File: src/rtl/pwm_gen.sv
// pwm_gen: multi-channel PWM with shadowed period/duty updates and a period-count watchdog
module pwm_gen #(
  parameter int NUM_CH        = 4,
  parameter int CNT_W         = 16,
  parameter int WDOG_PERIODS  = 50,
  parameter int FAILSAFE_DUTY = 0
) (
  input  logic                    clk_i,
  input  logic                    rst_i,
  input  logic                    tick_i,
  input  logic                    enable_i,
  input  logic                    upd_valid_i,
  output logic                    upd_ready_o,
  input  logic [CNT_W-1:0]        period_i,
  input  logic [NUM_CH*CNT_W-1:0] duty_i,
  output logic [NUM_CH-1:0]       pwm_o,
  output logic                    period_start_o,
  output logic                    failsafe_o
);
  localparam int WD_W = (WDOG_PERIODS > 0) ? $clog2(WDOG_PERIODS + 1) : 1;
  localparam logic [WD_W-1:0] WD_MAX = WD_W'(WDOG_PERIODS);
  localparam logic [CNT_W-1:0] FS_DUTY = CNT_W'(FAILSAFE_DUTY);
  typedef enum logic {IDLE, RUN} state_t;
  state_t                    state_q, state_d;
  logic                      tick_q;
  logic [CNT_W-1:0]          cnt_q, cnt_d;
  logic                      pend_q, pend_d;
  logic [CNT_W-1:0]          per_pend_q, per_pend_d;
  logic [NUM_CH*CNT_W-1:0]   duty_pend_q, duty_pend_d;
  logic [CNT_W-1:0]          per_act_q, per_act_d;
  logic [NUM_CH*CNT_W-1:0]   duty_act_q, duty_act_d;
  logic [WD_W-1:0]           wdog_q, wdog_d;
  logic                      fs_q, fs_d;
  logic [NUM_CH-1:0]         pwm_q, pwm_d;
  logic                      ps_q, ps_d;
  logic                      step, accept, wrap, apply;
  // Sequencing, counter, shadow-register load and watchdog; a boundary sees the pend value from before this edge
  always_comb begin
    step        = tick_i & ~tick_q;
    accept      = upd_valid_i & ~pend_q;
    wrap        = (per_act_q == '0) || (cnt_q == per_act_q - CNT_W'(1));
    apply       = 1'b0;
    ps_d        = 1'b0;
    state_d     = state_q;
    cnt_d       = cnt_q;
    pend_d      = pend_q;
    per_pend_d  = per_pend_q;
    duty_pend_d = duty_pend_q;
    per_act_d   = per_act_q;
    duty_act_d  = duty_act_q;
    wdog_d      = wdog_q;
    fs_d        = fs_q;
    if (state_q == IDLE) begin
      cnt_d = '0;
      if (enable_i) begin
        state_d = RUN;
        apply   = 1'b1;
      end
    end else if (!enable_i) begin
      state_d = IDLE;
      cnt_d   = '0;
      wdog_d  = '0;
    end else if (step) begin
      apply = wrap;
      ps_d  = wrap;
      cnt_d = wrap ? '0 : cnt_q + CNT_W'(1);
    end
    if (apply && pend_q) begin
      per_act_d  = per_pend_q;
      duty_act_d = duty_pend_q;
      pend_d     = 1'b0;
      wdog_d     = '0;
      fs_d       = 1'b0;
    end else if (apply && (WDOG_PERIODS != 0) && (wdog_q < WD_MAX)) begin
      wdog_d = wdog_q + WD_W'(1);
      if (wdog_d == WD_MAX) begin
        fs_d       = 1'b1;
        duty_act_d = {NUM_CH{FS_DUTY}};
      end
    end
    if (accept) begin
      pend_d      = 1'b1;
      per_pend_d  = period_i;
      duty_pend_d = duty_i;
    end
  end
  // Per-channel compare against the current count; registered so pwm_o lags cnt by one clock
  always_comb begin
    pwm_d = '0;
    for (int c = 0; c < NUM_CH; c++)
      pwm_d[c] = (state_q == RUN) && (per_act_q != '0) && (cnt_q < duty_act_q[c*CNT_W +: CNT_W]);
  end
  // State register with synchronous reset
  always_ff @(posedge clk_i) begin
    if (rst_i) begin
      state_q     <= IDLE;
      tick_q      <= 1'b0;
      cnt_q       <= '0;
      pend_q      <= 1'b0;
      per_pend_q  <= '0;
      duty_pend_q <= '0;
      per_act_q   <= '0;
      duty_act_q  <= '0;
      wdog_q      <= '0;
      fs_q        <= 1'b0;
      pwm_q       <= '0;
      ps_q        <= 1'b0;
    end else begin
      state_q     <= state_d;
      tick_q      <= tick_i;
      cnt_q       <= cnt_d;
      pend_q      <= pend_d;
      per_pend_q  <= per_pend_d;
      duty_pend_q <= duty_pend_d;
      per_act_q   <= per_act_d;
      duty_act_q  <= duty_act_d;
      wdog_q      <= wdog_d;
      fs_q        <= fs_d;
      pwm_q       <= pwm_d;
      ps_q        <= ps_d;
    end
  end
  assign upd_ready_o    = ~pend_q;
  assign pwm_o          = pwm_q;
  assign period_start_o = ps_q;
  assign failsafe_o     = fs_q;
endmodule

File: config.mk
export PLATFORM = sky130hd
export DESIGN_NAME = pwm_gen
export DESIGN_NICKNAME = d
export VERILOG_FILES = /design/src/rtl/pwm_gen.sv
export SDC_FILE = /design/constraint.sdc
export NUM_CORES = 1
export LEC_CHECK = 0
export ABC_AREA = 0
export BUFFER_PORTS_ARGS = -buffer_cell sky130_fd_sc_hd__buf_2
export CAP_MARGIN = 20
export CORE_ASPECT_RATIO = 0.75
export CORE_UTILIZATION = 63
export DETAILED_ROUTE_END_ITERATION = 7
export PLACE_DENSITY = 0.87
export SYNTH_ARGS = -nofsm -noshare
export SYNTH_HDL_FRONTEND = slang
export SYNTH_SLANG_ARGS = --single-unit
File: constraint.sdc
create_clock -name clk_i -period 6.31 [get_ports clk_i]
set_clock_uncertainty 0.15 [all_clocks]
set_input_delay 1.262 -clock clk_i [delete_from_list [all_inputs] [get_ports clk_i]]
set_output_delay 1.262 -clock clk_i [all_outputs]
set_load 0.005 [all_outputs]
==> run_results.csv, run 1 <==
group,metric,value,unit
status,status,"finished with violations",
status,violations,"DRC",
grt,first_global_vias,7049,
yosys,postSynthCellCount,1012,
clock_tree,cts_setup_buffers,0,
place,gp_congestion,0.8935,
grt,overflow,0,
yosys,syn-num-nets,1162,
run,max_cap_viol_count,0,
timing,period_share,62.45,%
worst_setup_path,end_kind,"flop",
worst_setup_path,crit_path_start_kind,"flop",
timing,slew-limit-headroom,28.74,%
worst_setup_path,r2r-start,"per_act_q[3]$_SDFFE_PP0P_",
hold_path,hp-class,"flop to flop",
clock_tree,clk_latency,440,ps
timing,timing_hold_violations_final,0,
worst_setup_path,critPathTopFamily,"compound AO/OA/AOI/OAI gates",
worst_setup_path,arrival,4120,ps
yosys,ys_warn_count,0,
clock_tree,path_clk_slew,70,ps
power,p_per_area,269.2,nW/µm²
final_layout,syn_to_final_growth,12.38,%
final_layout,layout_commonest_cell,"dfxtp_1",
final_layout,final_cell_mix,"dfxtp_1, nand2_1, a21oi_1",
yosys,async_flop_share,0,%
timing,timing.setup.tns,0,ps
grt,grt_use_total,29.20,%
final_layout,n_antenna_cell,0,
timing,min_period,3941,ps
floorplanning,die_h,104.6,µm
clock_tree,cts_tree,"done",
drt,vias,7356,
final_layout,final_nets,1224,
worst_setup_path,crit_start,"per_act_q[3]$_SDFFE_PP0P_",
clock_tree,cts-resized-gates,0,
place,place_hpwl,13.24,mm
final_layout,postLayoutCoreUtil,72.44,%
hold_path,hp-start,"duty_pend_q[51]$_SDFFE_PP0P_",
power,peakVddDrop,0.2429,mV
drt,routed_via_density,5.829,
yosys,syn_area_per_cell,8.729,µm²
timing,rsz0062_at_grt,"false",
grt,grt_antenna_before_repair,0,
drt,drc_errors,3,
clock_tree,clock_path_buffers,2,
yosys,syn_area,8833,µm²
worst_setup_path,cp_slowest_stage_delay,880,ps
floorplanning,die_width,138.7,µm
drt,wl,20.14,mm
timing,worst_pin_slew,1061,ps
drt,drtAntennaViolNets,0,
yosys,synth_ff_type,"dfxtp_1",
clock_tree,h-tree-depth,4,
place,io_buffers,91,
grt,grt_max_degree,81,
clock_tree,numCtsBuffers,17,
grt,grt_pass1_wl,33.84,mm
floorplanning,start_util,64.46,%
power,total_leakage_power,0.003965,µW
worst_setup_path,cp.buffers_inverters,1,
clock_tree,root_buffer,"clkbuf_16",
worst_setup_path,reg2reg_depth,9,
timing,final-max-slew-violation-count,0,
worst_setup_path,critPathSlowestCell,"nor3_1",
floorplanning,num_rows,37,
yosys,synth.yosys.seq_area_share,43.29,%
drt,wl_per_cell,15.96,µm
floorplanning,dieArea,14500,µm²
timing,setup_viol,0,
drt,drt_first_pass_iters,8,
yosys,ys_seq_elements,191,
floorplanning,core_region_area,13700,µm²
yosys,synth_edf_count,0,
worst_setup_path,worst-path-max-fanout,64,
worst_setup_path,crit_chain,"nor3_1 > nand2_1 > o311ai_1 > o211ai_1 > nor3_2 > a21o_1 > a31oi_4 > buf_4 > a22o_1",
worst_setup_path,cp.depth,9,
floorplanning,ios,92,
timing,max_freq,253.8,MHz
final_layout,drive_above_1_share,13.16,%
yosys,post_synth_num_cell_types,56,
hold_path,whs_path_depth,2,
drt,drt_iter0_drc,435,
worst_setup_path,critPathRequiredTime,6490,ps
worst_setup_path,path_class,"flop to flop",
clock_tree,cts_sinks,191,
clock_tree,cts-hold-fix-buffers,0,
## cells in the mapped netlist, drive strengths merged, types with 2 or more instances
library cell  instances  area [µm²]
and3                  5       31.28
buf                  24       200.2
xor2                 16       140.1
a21oi               122       621.9
nor3                  9       61.31
nor3b                 4       30.03
a22o                 64       560.5
o211ai                9       67.56
nand2b                7       43.79
clkbuf               31       116.4
nor4b                 3       26.28
nand3                29       145.1
o31a                  2       17.52
inv                  70       262.8
nor2b                12       75.07
ha                   65       813.3
nor2                 32       120.1
and4                  7       63.81
and2                  3       18.77
a31oi                 5       46.29
a21o                 25       187.7
dfxtp               191        3824
or3                   6       42.54
o21ai                28       140.1
nand2               187       701.9
nor4                  4       52.55
nand4                13       81.33
a211oi                4       30.03
xnor2                18       157.7
or2                   2       12.52
o311ai                2       17.52
## registers in the layout, indices dropped and copies added, names as in the netlist
signal	cells
pend_q	1
duty_pend_q	64
pwm_o	4
per_pend_q	16
duty_act_q	64
tick_q	1
wdog_q	6
period_start_o	1
cnt_q	16
state_q	1
per_act_q	16
failsafe_o	1
## power breakdown
part	switching (µW)	internal (µW)
Sequential	30.4	1250
Clock	484	693
Combinational	131	84.4
Total	646	2030
## final cells by class
| type | count | area (µm²) |
|---|---|---|
| inverter | 70 | 262.8 |
| timing repair buffer | 98 | 528.0 |
| clock buffer | 19 | 452.9 |
| tap | 175 | 219.0 |
| clock inverter | 13 | 200.2 |
| fill | 995 | 3776 |
| multi-input combinational | 696 | 4441 |
| sequential | 191 | 3824 |
## cells by family after synthesis
kind of cell,share of synthesized area [%]
fa+ha+maj,9.207
buf+inv,6.558
flops,43.29
xor+xnor,3.371
compound gates,20.01
simple gates,17.45
mux,0.1133
## worst paths after layout
| check | endpoint | slack [ps] |
|---|---|---|
| setup / recovery | duty_act_q[14]$_SDFFE_PP0P_ | 2370 |
| hold / removal | duty_pend_q[51]$_SDFFE_PP0P_ | 310 |
| setup reg to reg | duty_act_q[14]$_SDFFE_PP0P_ | 2370 |
| hold reg to reg | duty_pend_q[51]$_SDFFE_PP0P_ | 310 |
## routing by layer
metal | GRT usage (%) | wire, µm
met1 | 39.14 | 9603
met2 | 46.30 | 9070
met3 | 5.820 | 1004
met4 | 11.98 | 462
met5 | 0 | 0
## per-stage QoR
step | power (µW) | instance area [µm²] | instances | hold slack, ps | worst slack [ps]
floorplan | 1457 | 8833 | 1012 | 286.6 | 3527
global placement | 1508 | 9241 | 1228 | 292.6 | 2257
detailed placement | 1517 | 9241 | 1228 | 298.0 | 2130
CTS | 2679 | 9894 | 1260 | 308.1 | 2060
global route | 2763 | 9927 | 1262 | 325.9 | 2156
finish | 2673 | 9927 | 1262 | 305.9 | 2369
## tightest hold or removal path, delay by kind of cell, from the launching register on
kind | cells | cell delay, ps
AOI/OAI and AO/OA | 1 | 50
and+or+nand+nor | 1 | 50
DFF | 1 | 310
Power figures use the tool's default switching activity.
==> run 2, diff against run 1 <==
CORE_UTILIZATION = 59   (was 63)
PLACE_DENSITY = 0.82   (was 0.87)
clock period = 3.9 ns   (was 6.31 ns; I/O delays follow)
==> run 2 against run 1 <==
Compared with the run above:
- the run now ends clean
- via count shrank 1.3%
- critical path type unchanged
- utilization shrank 4.0 points
- design area grew 0.24%
- largest power group unchanged
- global-route usage shrank 2.6 points
- sequential power grew 62%
- sequential share of layout area shrank 0.092 points
- critical endpoint is now duty_act_q[12]$_SDFFE_PP0P_
- maximum frequency grew 7.5%
- largest cell class unchanged
- clock power grew 41%
==> run_results.csv, run 2 (synthesis gave the netlist of run 1 again) <==
group,metric,value,unit
status,status,"finished clean",
final_layout,final-instance-count-excl-fill,1297,
place,placed_cells,1264,
drt,drc_errors,0,
clock_tree,h-tree-depth,4,
clock_tree,clk_latency,430,ps
drt,drt_first_pass_iters,5,
final_layout,seqCellArea,3824,µm²
clock_tree,clock_path_buffers,2,
clock_tree,cts-resized-gates,0,
power,power,4083,µW
hold_path,whs_endpoint,"per_pend_q[9]$_SDFFE_PP0P_",
final_layout,top_regs,"duty_act_q x64, duty_pend_q x64",
drt,vias,7258,
floorplanning,core_region_area,14550,µm²
drt,drt_iter0_drc,451,
place,gp_congestion,0.9104,
place,io_buffers,91,
floorplanning,ios,92,
final_layout,fill_cells,1192,
timing,finalWorstSetupSlack,235.1,ps
clock_tree,cts_setup_buffers,0,
clock_tree,cts_sinks,191,
clock_tree,path_clk_slew,70,ps
timing,max_freq,272.9,MHz
final_layout,final_nets,1234,
timing,period_share,93.97,%
final_layout,n_antenna_cell,0,
floorplanning,start_util,60.72,%
final_layout,postLayoutCoreUtil,68.40,%
final_layout,syn_to_final_growth,12.65,%
worst_setup_path,critPathRequiredTime,4130,ps
timing,rsz0062_at_grt,"false",
clock_tree,cts_tree,"done",
grt,grtUsageMet2,40.66,%
worst_setup_path,worstReg2RegEnd,"duty_act_q[12]$_SDFFE_PP0P_",
timing,min_period,3665,ps
timing,worst_pin_slew,789.4,ps
grt,grt_use_met3,5.979,%
timing,slew-limit-headroom,47.19,%
drt,wl_per_cell,15.11,µm
final_layout,layout_commonest_cell,"dfxtp_1",
power,p_per_area,410.3,nW/µm²
worst_setup_path,arrival,3890,ps
worst_setup_path,crit_path_start_kind,"flop",
grt,grt_use_total,26.61,%
timing,final-max-slew-violation-count,0,
worst_setup_path,reg2reg_slack,240,ps
drt,drtAntennaViolNets,0,
floorplanning,die_width,143.3,µm
grt,use_met1,37.46,%
floorplanning,die_h,108.0,µm
final_layout,drive_above_1_share,13.95,%
clock_tree,root_buffer,"clkbuf_16",
floorplanning,dieArea,15470,µm²
place,place_hpwl,13.41,mm
hold_path,hp-start,"per_pend_q[9]$_SDFFE_PP0P_",
worst_setup_path,reg2reg_depth,11,
drt,routed_via_density,5.596,
worst_setup_path,path_class,"flop to flop",
grt,grt-busiest-layer,"met2",
clock_tree,cts-hold-fix-buffers,0,
drt,wl,19.59,mm
timing,timing_hold_violations_final,0,
hold_path,whs_path_depth,2,
final_layout,final_cell_mix,"dfxtp_1, nand2_1, a21oi_1",
grt,grt_max_degree,55,
power,peakVddDrop,0.3111,mV
grt,grt_antenna_before_repair,0,
power,total_leakage_power,0.003976,µW
final_layout,multi_input_area,4441,µm²
worst_setup_path,crit_start,"per_act_q[0]$_SDFFE_PP0P_",
hold_path,hp-class,"flop to flop",
timing,timing.setup.tns,0,ps
grt,grt_pass1_wl,32.02,mm
worst_setup_path,r2r-start,"per_act_q[0]$_SDFFE_PP0P_",
clock_tree,numCtsBuffers,17,
worst_setup_path,worst-path-max-fanout,54,
floorplanning,num_rows,38,
grt,overflow,0,
worst_setup_path,end_kind,"flop",
place,place_ws,352.1,ps
run,max_cap_viol_count,0,
timing,setup_viol,0,
grt,first_global_vias,6594,
-- run 2: cell count changes in the layout (fill, tap and decap cells not counted), sizes merged --
| cell | before | now |
|---|---|---|
| buf | 97 | 108 |
| bufinv | 4 | 0 |
| clkbuf | 20 | 18 |
| clkinv | 2 | 4 |
| clkinvlp | 3 | 4 |
| inv | 74 | 76 |
-- run 2: worst max-delay path, cell delays in order, from the launching register on --
cell and delay, ps:
dfxtp_1 380, inv_1 110, ha_1 240, nor2b_1 370, nand2_1 130, nor4_1 290, o211ai_1 210, nor3_2 270
a21oi_4 230, nor3_4 410, buf_4 530, a22o_1 240
-- run 2: worst max path at each step --
| stage | to | slack (ps) | cells after the start |
|---|---|---|---|
| after floorplan | duty_act_q[10]$_SDFFE_PP0P_ | 1160 | 12 |
| after global placement | duty_act_q[58]$_SDFFE_PP0P_ | 480 | 11 |
| after detailed placement | duty_act_q[12]$_SDFFE_PP0P_ | 350 | 11 |
| after CTS | duty_act_q[12]$_SDFFE_PP0P_ | 330 | 11 |
| after global routing | duty_act_q[0]$_SDFFE_PP0P_ | 30 | 11 |
| final | duty_act_q[12]$_SDFFE_PP0P_ | 240 | 11 |
-- run 2: metrics by stage --
step	cell area, µm²	hold WS (ps)
after floorplan	8833	286.6
after global placement	9380	293.9
after detailed placement	9380	297.9
after CTS	9943	307.7
after global routing	9951	333.7
final	9951	305.6
-- run 2: report_power, final --
group | switching [µW] | internal (µW)
combinational | 210 | 143
clock | 806 | 856
sequential | 47.8 | 2020
-- run 2: metal layers --
metal | vias to the layer above | wire length, µm
li1 | 3648 | -
met1 | 3341 | 9647
met2 | 237 | 8347
met3 | 32 | 1257
met4 | 0 | 341
met5 | - | 0
-- run 2: layout make-up --
class                      count  share of cell area [%]
clock buffer                  18                   4.413
clock inverter                14                   1.245
inverter                      70                   2.641
multi-input combinational    696                   44.62
sequential                   191                   38.43
tap                          200                   2.515
timing repair buffer         108                   6.136
==> run 3, diff against run 2 <==
CORE_UTILIZATION = 63   (was 59)
PLACE_DENSITY = 0.87   (was 0.82)
SLEW_MARGIN = 20   (was unset)
clock period = 4.6 ns   (was 3.9 ns; I/O delays follow)
==> run 3 against run 2 <==
Compared with the run above:
- the run now ends with DRC left
- sequential power down 15%
- critical path type unchanged
- die area down 6.2%
- critical path depth up 1
- hold slack better by 1.0 ps
- total power down 13%
- utilization up 3.9 points
- first-iteration DRC count up 35%
- flip-flop and latch count unchanged
==> run_results.csv, run 3 (synthesis gave the netlist of run 1 again) <==
group,metric,value,unit
worst_setup_path,r2r-start,"per_act_q[0]$_SDFFE_PP0P_",
floorplanning,core_region_area,13700,µm²
timing,timing.setup.tns,0,ps
clock_tree,clk_latency,430,ps
timing,setup_viol,0,
final_layout,final_cell_mix,"dfxtp_1, nand2_1, a21oi_1",
hold_path,hp-start,"per_pend_q[3]$_SDFFE_PP0P_",
grt,grt_pass1_wl,33.18,mm
drt,vias,7243,
grt,overflow,0,
worst_setup_path,path_class,"flop to flop",
grt,first_global_vias,6644,
status,violations,"DRC",
place,io_buffers,91,
timing,whs,306.6,ps
clock_tree,cts-hold-fix-buffers,0,
clock_tree,h-tree-depth,4,
drt,drt_first_pass_iters,7,
timing,max_freq,287.4,MHz
timing,rsz0062_at_grt,"false",
floorplanning,start_util,64.46,%
final_layout,drive_above_1_share,13.31,%
clock_tree,clock_path_buffers,2,
place,place_ws,1080,ps
clock_tree,cts_setup_buffers,0,
floorplanning,die_h,104.6,µm
place,place_hpwl,13.03,mm
worst_setup_path,reg2reg_slack,1120,ps
worst_setup_path,critPathRequiredTime,4820,ps
power,p_per_area,360.7,nW/µm²
floorplanning,ios,92,
power,peakVddDrop,0.2265,mV
timing,slew-limit-headroom,40.47,%
final_layout,layout_commonest_cell,"dfxtp_1",
timing,final-max-slew-violation-count,0,
timing,timing_hold_violations_final,0,
drt,wl,19.82,mm
drt,drt_iter0_drc,607,
worst_setup_path,worstReg2RegEnd,"duty_act_q[11]$_SDFFE_PP0P_",
final_layout,top_regs,"duty_act_q x64, duty_pend_q x64",
hold_path,hp-class,"flop to flop",
status,status,"finished with violations",
grt,grt_antenna_before_repair,0,
power,total_leakage_power,0.003962,µW
floorplanning,num_rows,37,
grt,grt_use_total,28.54,%
worst_setup_path,reg2reg_depth,12,
worst_setup_path,arrival,3700,ps
drt,drc_errors,6,
clock_tree,cts_tree,"done",
place,place_area,9271,µm²
run,max_cap_viol_count,0,
drt,drtAntennaViolNets,0,
timing,worst_pin_slew,889.8,ps
clock_tree,cts_sinks,191,
hold_path,whs_path_depth,2,
clock_tree,numCtsBuffers,17,
place,gp_congestion,0.8743,
final_layout,final_nets,1226,
final_layout,n_antenna_cell,0,
final_layout,postLayoutCoreUtil,72.26,%
drt,routed_via_density,5.730,
floorplanning,dieArea,14500,µm²
clock_tree,cts-resized-gates,0,
timing,period_share,75.65,%
grt,grt_max_degree,65,
floorplanning,die_width,138.7,µm
worst_setup_path,worst-path-max-fanout,59,
hold_path,whs_endpoint,"per_pend_q[3]$_SDFFE_PP0P_",
timing,min_period,3480,ps
final_layout,syn_to_final_growth,12.10,%
worst_setup_path,end_kind,"flop",
clock_tree,root_buffer,"clkbuf_16",
clock_tree,path_clk_slew,80,ps
timing,finalWorstSetupSlack,1120,ps
worst_setup_path,crit_path_start_kind,"flop",
drt,wl_per_cell,15.68,µm
final_layout,stdcell_area,9902,µm²
run 3: cell type report:
| type | instances | area (µm²) |
|---|---|---|
| clock inverter | 14 | 191.4 |
| sequential | 191 | 3824 |
| tap | 175 | 219.0 |
| timing repair buffer | 100 | 525.5 |
| clock buffer | 18 | 439.2 |
| inverter | 70 | 262.8 |
| multi-input combinational | 696 | 4441 |
| fill | 1059 | 3801 |
run 3: metrics by stage:
stage | total power [µW] | instances
after floorplan | 1999 | 1012
after global placement | 2073 | 1232
after detailed placement | 2082 | 1232
after CTS | 3586 | 1264
after global routing | 3707 | 1264
final | 3571 | 1264
run 3: layer usage:
layer  wire length, µm  global-route usage (%)  share of wire [%]
met5                 0                       0                  0
met4               256                   8.016                1.3
met3              1191                   5.408                6.0
met2              8786                   44.16                 44
met1              9588                   40.67                 48
run 3: worst max-delay path by stage:
stage	start	slack (ps)	end
floorplan	per_act_q[0]$_SDFFE_PP0P_	1860	duty_act_q[10]$_SDFFE_PP0P_
global placement	rst_i	1220	duty_act_q[51]$_SDFFE_PP0P_
detailed placement	rst_i	1080	duty_act_q[55]$_SDFFE_PP0P_
CTS	per_act_q[0]$_SDFFE_PP0P_	1170	duty_act_q[11]$_SDFFE_PP0P_
global route	per_act_q[0]$_SDFFE_PP0P_	880	duty_act_q[11]$_SDFFE_PP0P_
finish	per_act_q[0]$_SDFFE_PP0P_	1120	duty_act_q[11]$_SDFFE_PP0P_
run 3: power breakdown:
part	internal, µW	switching [µW]	leakage [µW]
Combinational	116	178	0.00210
Clock	803	722	0.000305
Sequential	1710	40.2	0.00155
Total	2630	940	0.00396
run 3: critical path, stage by stage, from the launching register on:
cell,delay (ps)
dfxtp_1,380
inv_1,110
ha_1,210
nor2b_1,320
a221o_1,210
o311ai_1,90
o211ai_1,300
nor3_2,110
a21o_1,200
buf_4,210
a31oi_4,280
buf_4,560
a22o_1,240
